<file path="config.mk">
export PLATFORM = sky130hd
export DESIGN_NAME = adc_responder_flat
export DESIGN_NICKNAME = d
export VERILOG_FILES = /design/src/rtl/adc_responder_if.sv /design/src/rtl/adc_responder.sv /design/src/flat_wrapper.sv
export SDC_FILE = /design/constraint.sdc
export NUM_CORES = 1
export LEC_CHECK = 0
export BUFFER_PORTS_ARGS = -buffer_cell sky130_fd_sc_hd__buf_2
export CAP_MARGIN = 20
export CORE_ASPECT_RATIO = 0.75
export CORE_MARGIN = 5
export CORE_UTILIZATION = 44
export DETAILED_ROUTE_END_ITERATION = 16
export GPL_TIMING_DRIVEN = 0
export PLACE_DENSITY = 0.78
export SLEW_MARGIN = 20
export SYNTH_ARGS = -nofsm -noshare
export SYNTH_HDL_FRONTEND = slang
export SYNTH_SLANG_ARGS = --single-unit
</file>
<file path="constraint.sdc">
create_clock -name clock -period 1.66 [get_ports clock]
set_input_delay 0.166 -clock clock [delete_from_list [all_inputs] [get_ports clock]]
set_output_delay 0.166 -clock clock [all_outputs]
set_load 0.01 [all_outputs]
</file>
<file path="src/rtl/adc_responder_if.sv">
// -----------------------------------------------------------------------------
// adc_responder_if
//
// Handshake bundle between an ADC0809-style controller and the converter
// (or its behavioural stand-in, adc_responder).
//
// Signals:
//   start        controller -> ADC  conversion start
//   ale          controller -> ADC  address latch enable
//   oe           controller -> ADC  output enable
//   address[2:0] controller -> ADC  channel select, latched while ale is high
//   ch_data[63:0] source    -> ADC  eight 8-bit analog samples, channel k at [8k+7:8k]
//   eoc          ADC -> controller  end of conversion, low while converting
//   adc_data[7:0] ADC -> controller result while oe is enabled, else 0
//   adc_data_en  ADC -> controller  registered oe, pad drive enable
//   busy         ADC -> controller  converter not idle
//
// Modports:
//   master  the controller side (drives start/ale/oe/address and the samples)
//   slave   the converter side
// -----------------------------------------------------------------------------
interface adc_responder_if;
    logic        start;
    logic        ale;
    logic        oe;
    logic [2:0]  address;
    logic [63:0] ch_data;
    logic        eoc;
    logic [7:0]  adc_data;
    logic        adc_data_en;
    logic        busy;

    modport master (
        output start,
        output ale,
        output oe,
        output address,
        output ch_data,
        input  eoc,
        input  adc_data,
        input  adc_data_en,
        input  busy
    );

    modport slave (
        input  start,
        input  ale,
        input  oe,
        input  address,
        input  ch_data,
        output eoc,
        output adc_data,
        output adc_data_en,
        output busy
    );
endinterface

</file>
<file path="src/rtl/adc_responder.sv">
// -----------------------------------------------------------------------------
// adc_responder
//
// Behavioural, synthesizable model of an ADC0809-class 8-channel, 8-bit
// converter. It answers the start/ale/oe/address handshake of an ADC
// controller: the channel address is latched on ale, a start pulse triggers a
// sample-and-hold of the selected channel on its falling edge, eoc drops for a
// fixed conversion time and then rises with the result available through oe.
//
// Parameters:
//   EOC_DELAY    cycles from the start falling edge to eoc going low (1..15)
//   CONV_CYCLES  cycles eoc stays low during a conversion (1..255)
//
// Ports:
//   clock  sole clock, all inputs sampled on its rising edge
//   reset  asynchronous, active-low reset
//   bus    adc_responder_if.slave handshake bundle
//            in : start, ale, oe, address[2:0], ch_data[63:0]
//            out: eoc, adc_data[7:0], adc_data_en, busy
// -----------------------------------------------------------------------------
module adc_responder #(
    parameter int EOC_DELAY   = 2,
    parameter int CONV_CYCLES = 64
) (
    input  logic                 clock,
    input  logic                 reset,
    adc_responder_if.slave       bus
);

    typedef enum logic [1:0] {
        IDLE    = 2'd0,
        SAR_RST = 2'd1,
        DELAY   = 2'd2,
        CONVERT = 2'd3
    } state_t;

    // Counter reload values; the counter expires one cycle after reaching 0,
    // so loading N-1 gives exactly N cycles in the state.
    localparam logic [7:0] DELAY_LOAD = 8'(EOC_DELAY - 1);
    localparam logic [7:0] CONV_LOAD  = 8'(CONV_CYCLES - 1);

    state_t      state_q,       state_d;
    logic [7:0]  cnt_q,         cnt_d;
    logic        start_q,       start_d;
    logic        ale_q,         ale_d;
    logic [2:0]  chan_q,        chan_d;
    logic [7:0]  hold_q,        hold_d;
    logic [7:0]  result_q,      result_d;
    logic        eoc_q,         eoc_d;
    logic [7:0]  adc_data_q,    adc_data_d;
    logic        adc_data_en_q, adc_data_en_d;

    logic        start_rise;
    logic        start_fall;
    logic [7:0]  sel_sample;

    assign start_rise = bus.start & ~start_q;
    assign start_fall = ~bus.start & start_q;

    // The latched channel (not the live address) selects the sample, so an
    // address presented together with ale on the start edge is already in
    // chan_q by the time the falling edge arrives.
    assign sel_sample = bus.ch_data[{chan_q, 3'b000} +: 8];

    always_comb begin
        state_d       = state_q;
        cnt_d         = cnt_q;
        hold_d        = hold_q;
        result_d      = result_q;
        eoc_d         = eoc_q;
        start_d       = bus.start;
        ale_d         = bus.ale;
        chan_d        = bus.ale ? bus.address : chan_q;

        // Output path is independent of the conversion FSM: oe always shows
        // the last completed result (0 before the first one).
        adc_data_d    = bus.oe ? result_q : 8'h00;
        adc_data_en_d = bus.oe;

        case (state_q)
            IDLE: begin
                eoc_d = 1'b1;
                if (start_rise) begin
                    state_d = SAR_RST;
                end
            end

            SAR_RST: begin
                eoc_d = 1'b1;
                if (start_fall) begin
                    // Sample-and-hold: later ch_data / chan changes are ignored.
                    hold_d  = sel_sample;
                    cnt_d   = DELAY_LOAD;
                    state_d = DELAY;
                end
            end

            DELAY: begin
                if (start_rise) begin
                    eoc_d   = 1'b1;
                    state_d = SAR_RST;
                end else if (cnt_q == 8'd0) begin
                    cnt_d   = CONV_LOAD;
                    eoc_d   = 1'b0;
                    state_d = CONVERT;
                end else begin
                    cnt_d = cnt_q - 8'd1;
                end
            end

            CONVERT: begin
                if (start_rise) begin
                    // Abort: the previous result stays in result_q.
                    eoc_d   = 1'b1;
                    state_d = SAR_RST;
                end else if (cnt_q == 8'd0) begin
                    result_d = hold_q;
                    eoc_d    = 1'b1;
                    state_d  = IDLE;
                end else begin
                    cnt_d = cnt_q - 8'd1;
                end
            end

            default: begin
                eoc_d   = 1'b1;
                state_d = IDLE;
            end
        endcase
    end

    always_ff @(posedge clock or negedge reset) begin
        if (!reset) begin
            state_q       <= IDLE;
            cnt_q         <= 8'd0;
            start_q       <= 1'b0;
            ale_q         <= 1'b0;
            chan_q        <= 3'd0;
            hold_q        <= 8'h00;
            result_q      <= 8'h00;
            eoc_q         <= 1'b1;
            adc_data_q    <= 8'h00;
            adc_data_en_q <= 1'b0;
        end else begin
            state_q       <= state_d;
            cnt_q         <= cnt_d;
            start_q       <= start_d;
            ale_q         <= ale_d;
            chan_q        <= chan_d;
            hold_q        <= hold_d;
            result_q      <= result_d;
            eoc_q         <= eoc_d;
            adc_data_q    <= adc_data_d;
            adc_data_en_q <= adc_data_en_d;
        end
    end

    assign bus.eoc         = eoc_q;
    assign bus.adc_data    = adc_data_q;
    assign bus.adc_data_en = adc_data_en_q;
    assign bus.busy        = (state_q != IDLE);

    // ale_q is the registered previous ale; it is kept for symmetry with the
    // start edge detector and for external probing of the latch timing.
    logic ale_unused;
    assign ale_unused = ale_q;

endmodule
</file>
<file path="src/flat_wrapper.sv">
// flat-port wrapper written by rule: the top's interface ports become plain ports
module adc_responder_flat 
#(
    parameter int EOC_DELAY   = 2,
    parameter int CONV_CYCLES = 64
)
  (clock, reset, bus_start, bus_ale, bus_oe, bus_address, bus_ch_data, bus_eoc, bus_adc_data, bus_adc_data_en, bus_busy);
  adc_responder_if bus_i ();
  input  logic clock;
  input  logic reset;
  input wire logic [$bits(bus_i.start)-1:0] bus_start;
  input wire logic [$bits(bus_i.ale)-1:0] bus_ale;
  input wire logic [$bits(bus_i.oe)-1:0] bus_oe;
  input wire logic [$bits(bus_i.address)-1:0] bus_address;
  input wire logic [$bits(bus_i.ch_data)-1:0] bus_ch_data;
  output wire logic [$bits(bus_i.eoc)-1:0] bus_eoc;
  output wire logic [$bits(bus_i.adc_data)-1:0] bus_adc_data;
  output wire logic [$bits(bus_i.adc_data_en)-1:0] bus_adc_data_en;
  output wire logic [$bits(bus_i.busy)-1:0] bus_busy;
  assign bus_i.start = bus_start;
  assign bus_i.ale = bus_ale;
  assign bus_i.oe = bus_oe;
  assign bus_i.address = bus_address;
  assign bus_i.ch_data = bus_ch_data;
  assign bus_eoc = bus_i.eoc;
  assign bus_adc_data = bus_i.adc_data;
  assign bus_adc_data_en = bus_i.adc_data_en;
  assign bus_busy = bus_i.busy;
  adc_responder #(.EOC_DELAY(EOC_DELAY), .CONV_CYCLES(CONV_CYCLES)) u_core (.clock(clock), .reset(reset), .bus(bus_i));
endmodule
</file>
==> impl_metrics.env <==
export IMPL_status="finished with violations"
export IMPL_failed_checks="negative hold slack, negative setup slack"
export IMPL_tritoncts="yes"
export IMPL_hp_class="in -> async"
export IMPL_synth_area_leaders="dfrtp_1, mux4_2, mux2_2"
export IMPL_cp_data_arrival_time_ns=2.07
export IMPL_cts_max_level=2
export IMPL_syn_inst=167
export IMPL_clockRootBuffer="clkbuf_8"
export IMPL_syn_nets=241
export IMPL_antenna_cells=0
export IMPL_syn_avg_cell_area_sq_um=12.7
export IMPL_synth_top_area_share_pct=46.2
export IMPL_numPortBuffers=82
export IMPL_design_core_area_sq_um=4550
export IMPL_ys_flop_type="dfrtp_1"
export IMPL_synth_commonest_cells="dfrtp_1, mux4_2, a21oi_1, mux2_2, nor2_1"
export IMPL_worstMarginPinSlew_ns=0.869
export IMPL_ys_types=35
export IMPL_ys_ff_latch=40
export IMPL_drc=0
export IMPL_rrSetupSlack_ns=-0.16
export IMPL_reg2reg_to="u_core.cnt_q[3]$_DFFE_PN0P_"
export IMPL_globalplace_congestion=0.866
export IMPL_synthArstFlopShare_pct=100
export IMPL_crit_end="u_core.cnt_q[3]$_DFFE_PN0P_"
export IMPL_viasPerCell=5.35
export IMPL_startpoint="u_core.cnt_q[5]$_DFFE_PN0P_"
export IMPL_globalRouteTotalUtil_pct=17.3
export IMPL_fin_crit_sh_pct=110
export IMPL_first_global_vias=1852
export IMPL_path_class="reg -> reg"
export IMPL_grt_max_degree=41
export IMPL_regToRegStartpoint="u_core.cnt_q[5]$_DFFE_PN0P_"
export IMPL_seq_area_frac_synth_pct=47.4
export IMPL_hold_ws_ns=-0.0256
export IMPL_nets=340
export IMPL_die_w_um=90.0
export IMPL_clk_latency_ns=0.30
export IMPL_cts_inserted_buffers=5
export IMPL_power_per_cell_area_nw_per_um2=1370
export IMPL_yosysMostFrequentCell="dfrtp_1"
export IMPL_required_ns=1.90
export IMPL_rows=21
export IMPL_die_area_sq_um=6310
export IMPL_initial_core_util_pct=46.5
export IMPL_synth_edf_count=0
export IMPL_final_hold_violation_count=39
export IMPL_routed_wl_mm=5.26
export IMPL_pre_cts_slack_ns=-0.299
export IMPL_fmax_mhz=549
export IMPL_peakVddDrop_mv=1.02
export IMPL_grt_setup_unrepaired="true"
export IMPL_start_kind="flop"
export IMPL_crit_path_max_fanout=4
export IMPL_ctsHoldBuffers=0
export IMPL_ios=83
export IMPL_areaGrowthSynthToFinish_pct=35.9
export IMPL_p_leak_nw=1.43
export IMPL_hpwl_mm=3.93
export IMPL_clkTransAtPathRegs_ns=0.08
export IMPL_vias=1734
export IMPL_drive_above_1_share_pct=56.6
export IMPL_skew_ns=0.00950
export IMPL_maxSlewHeadroom_pct=42.1
export IMPL_cts_sink_count=40
export IMPL_overflow=0
export IMPL_grt_pass1_wl_mm=8.86
export IMPL_antenna_found_initial=0
export IMPL_report_final_slew_viol_count=0
export IMPL_syn_cell_area_sq_um=2110
export IMPL_setup_violations=17
export IMPL_synth_area_leader_cell="dfrtp_1"
export IMPL_cts_max_path_buffers=2
export IMPL_wire_per_inst_um=16.2
export IMPL_max_cap_violations=0
export IMPL_end_kind="flop"
export IMPL_drt_iter0_drc=77
export IMPL_setup_ws_ns=-0.162
export IMPL_ff2ff_path_depth=4
export IMPL_yosysWarnings=0
export IMPL_die_h_um=70.0
export IMPL_ant_nets=0
export IMPL_fin_crit_ns=1.82
export IMPL_dr_pass1_iters=4
critical path: stages, from the launching register on:
cell     delay (ns)
dfrtp_1        0.41
or4_4          0.60
or4_4          0.48
o41ai_2        0.09
a221o_1        0.19
power by group:
part	internal, mW	total (mW)	switching, mW
Clock	0.453	0.819	0.366
Sequential	1.29	1.51	0.213
Combinational	0.838	1.60	0.759
Total	2.58	3.92	1.34
final cells by class:
class	instances	area (sq um)
fill	362	1670
multi-input combinational	114	1120
sequential	40	1000
timing repair buffer	94	500
tap	57	71.3
clock buffer	5	68.8
buffer	7	50.0
clock inverter	3	46.3
inverter	4	15.0
registers in the layout (all words and copies together), names as in the netlist:
signal                  cells
u_core.bus.adc_data         8
u_core.cnt_q                8
u_core.hold_q               8
u_core.result_q             8
u_core.chan_q               3
u_core.state_q              2
u_core.bus.adc_data_en      1
u_core.bus.eoc              1
u_core.start_q              1
metal layers:
metal | wire length [um] | global-route usage (%) | vias up
met2 | 2460 | 26.6 | 82
met4 | 43 | 4.63 | 0
met3 | 371 | 5.69 | 6
li1 | - | - | 825
met5 | 0 | 0 | -
met1 | 2380 | 23.7 | 821
layout by cell type, fill, tap and decap left out, drive strengths merged, types with 2 or more instances in the layout:
cell / n
dfrtp: 39
nor2: 11
nor2b: 3
o21ai: 3
inv: 5
mux2: 11
nand2b: 5
a21o: 4
a221o: 2
nor4: 2
and3: 2
buf: 97
mux2i: 8
nor3: 4
clkbuf: 9
a21oi: 11
ha: 2
mux4: 16
a211o: 2
or4: 2
and2: 9
a31oi: 2
nand2: 5
stage by stage:
stage | cells | utilization (%) | TNS (ns) | total power [mW] | instance area, sq um
global placement | 306 | 57.5 | -5.19 | 2.75 | 2610
finish | 324 | 63.2 | -1.96 | 3.92 | 2870
global route | 324 | 63.2 | -3.01 | 4.19 | 2870
CTS | 322 | 62.6 | -1.28 | 3.84 | 2840
floorplan | 167 | - | -1.11 | 2.41 | 2130
detailed placement | 306 | 57.5 | -5.83 | 2.81 | 2610
logic make-up (layout without fill, tap and decap cells):
logic type      count (synthesis)  in the layout  synth area share, %
xor+xnor                        1              1                0.414
compound gates                 29             29                 8.99
fa+ha+maj                       2              2                 1.18
buf+inv                        13            113                 2.48
flops                          40             40                 47.4
simple gates                   47             47                 12.8
mux                            35             35                 26.7
timing repair:
item	in CTS	in global routing
pin swaps	6	3
setup buffers	9	2
endpoints found under the setup margin	26	25
cloned	0	1
gates resized for setup	15	10
worst min path at each step:
stage / endpoint / slack, ns
2_1_floorplan: u_core.bus.adc_data[0]$_DFF_PN0_ / -0.13
3_3_place_gp: u_core.chan_q[0]$_DFFE_PN0P_ / 0.32
3_5_place_dp: u_core.start_q$_DFF_PN0_ / 0.32
4_1_cts: u_core.start_q$_DFF_PN0_ / 0.008
5_1_grt: u_core.start_q$_DFF_PN0_ / 0.001
6_report: u_core.cnt_q[2]$_DFFE_PN0P_ / -0.03
No activity file was read; power rests on OpenSTA's default activity.
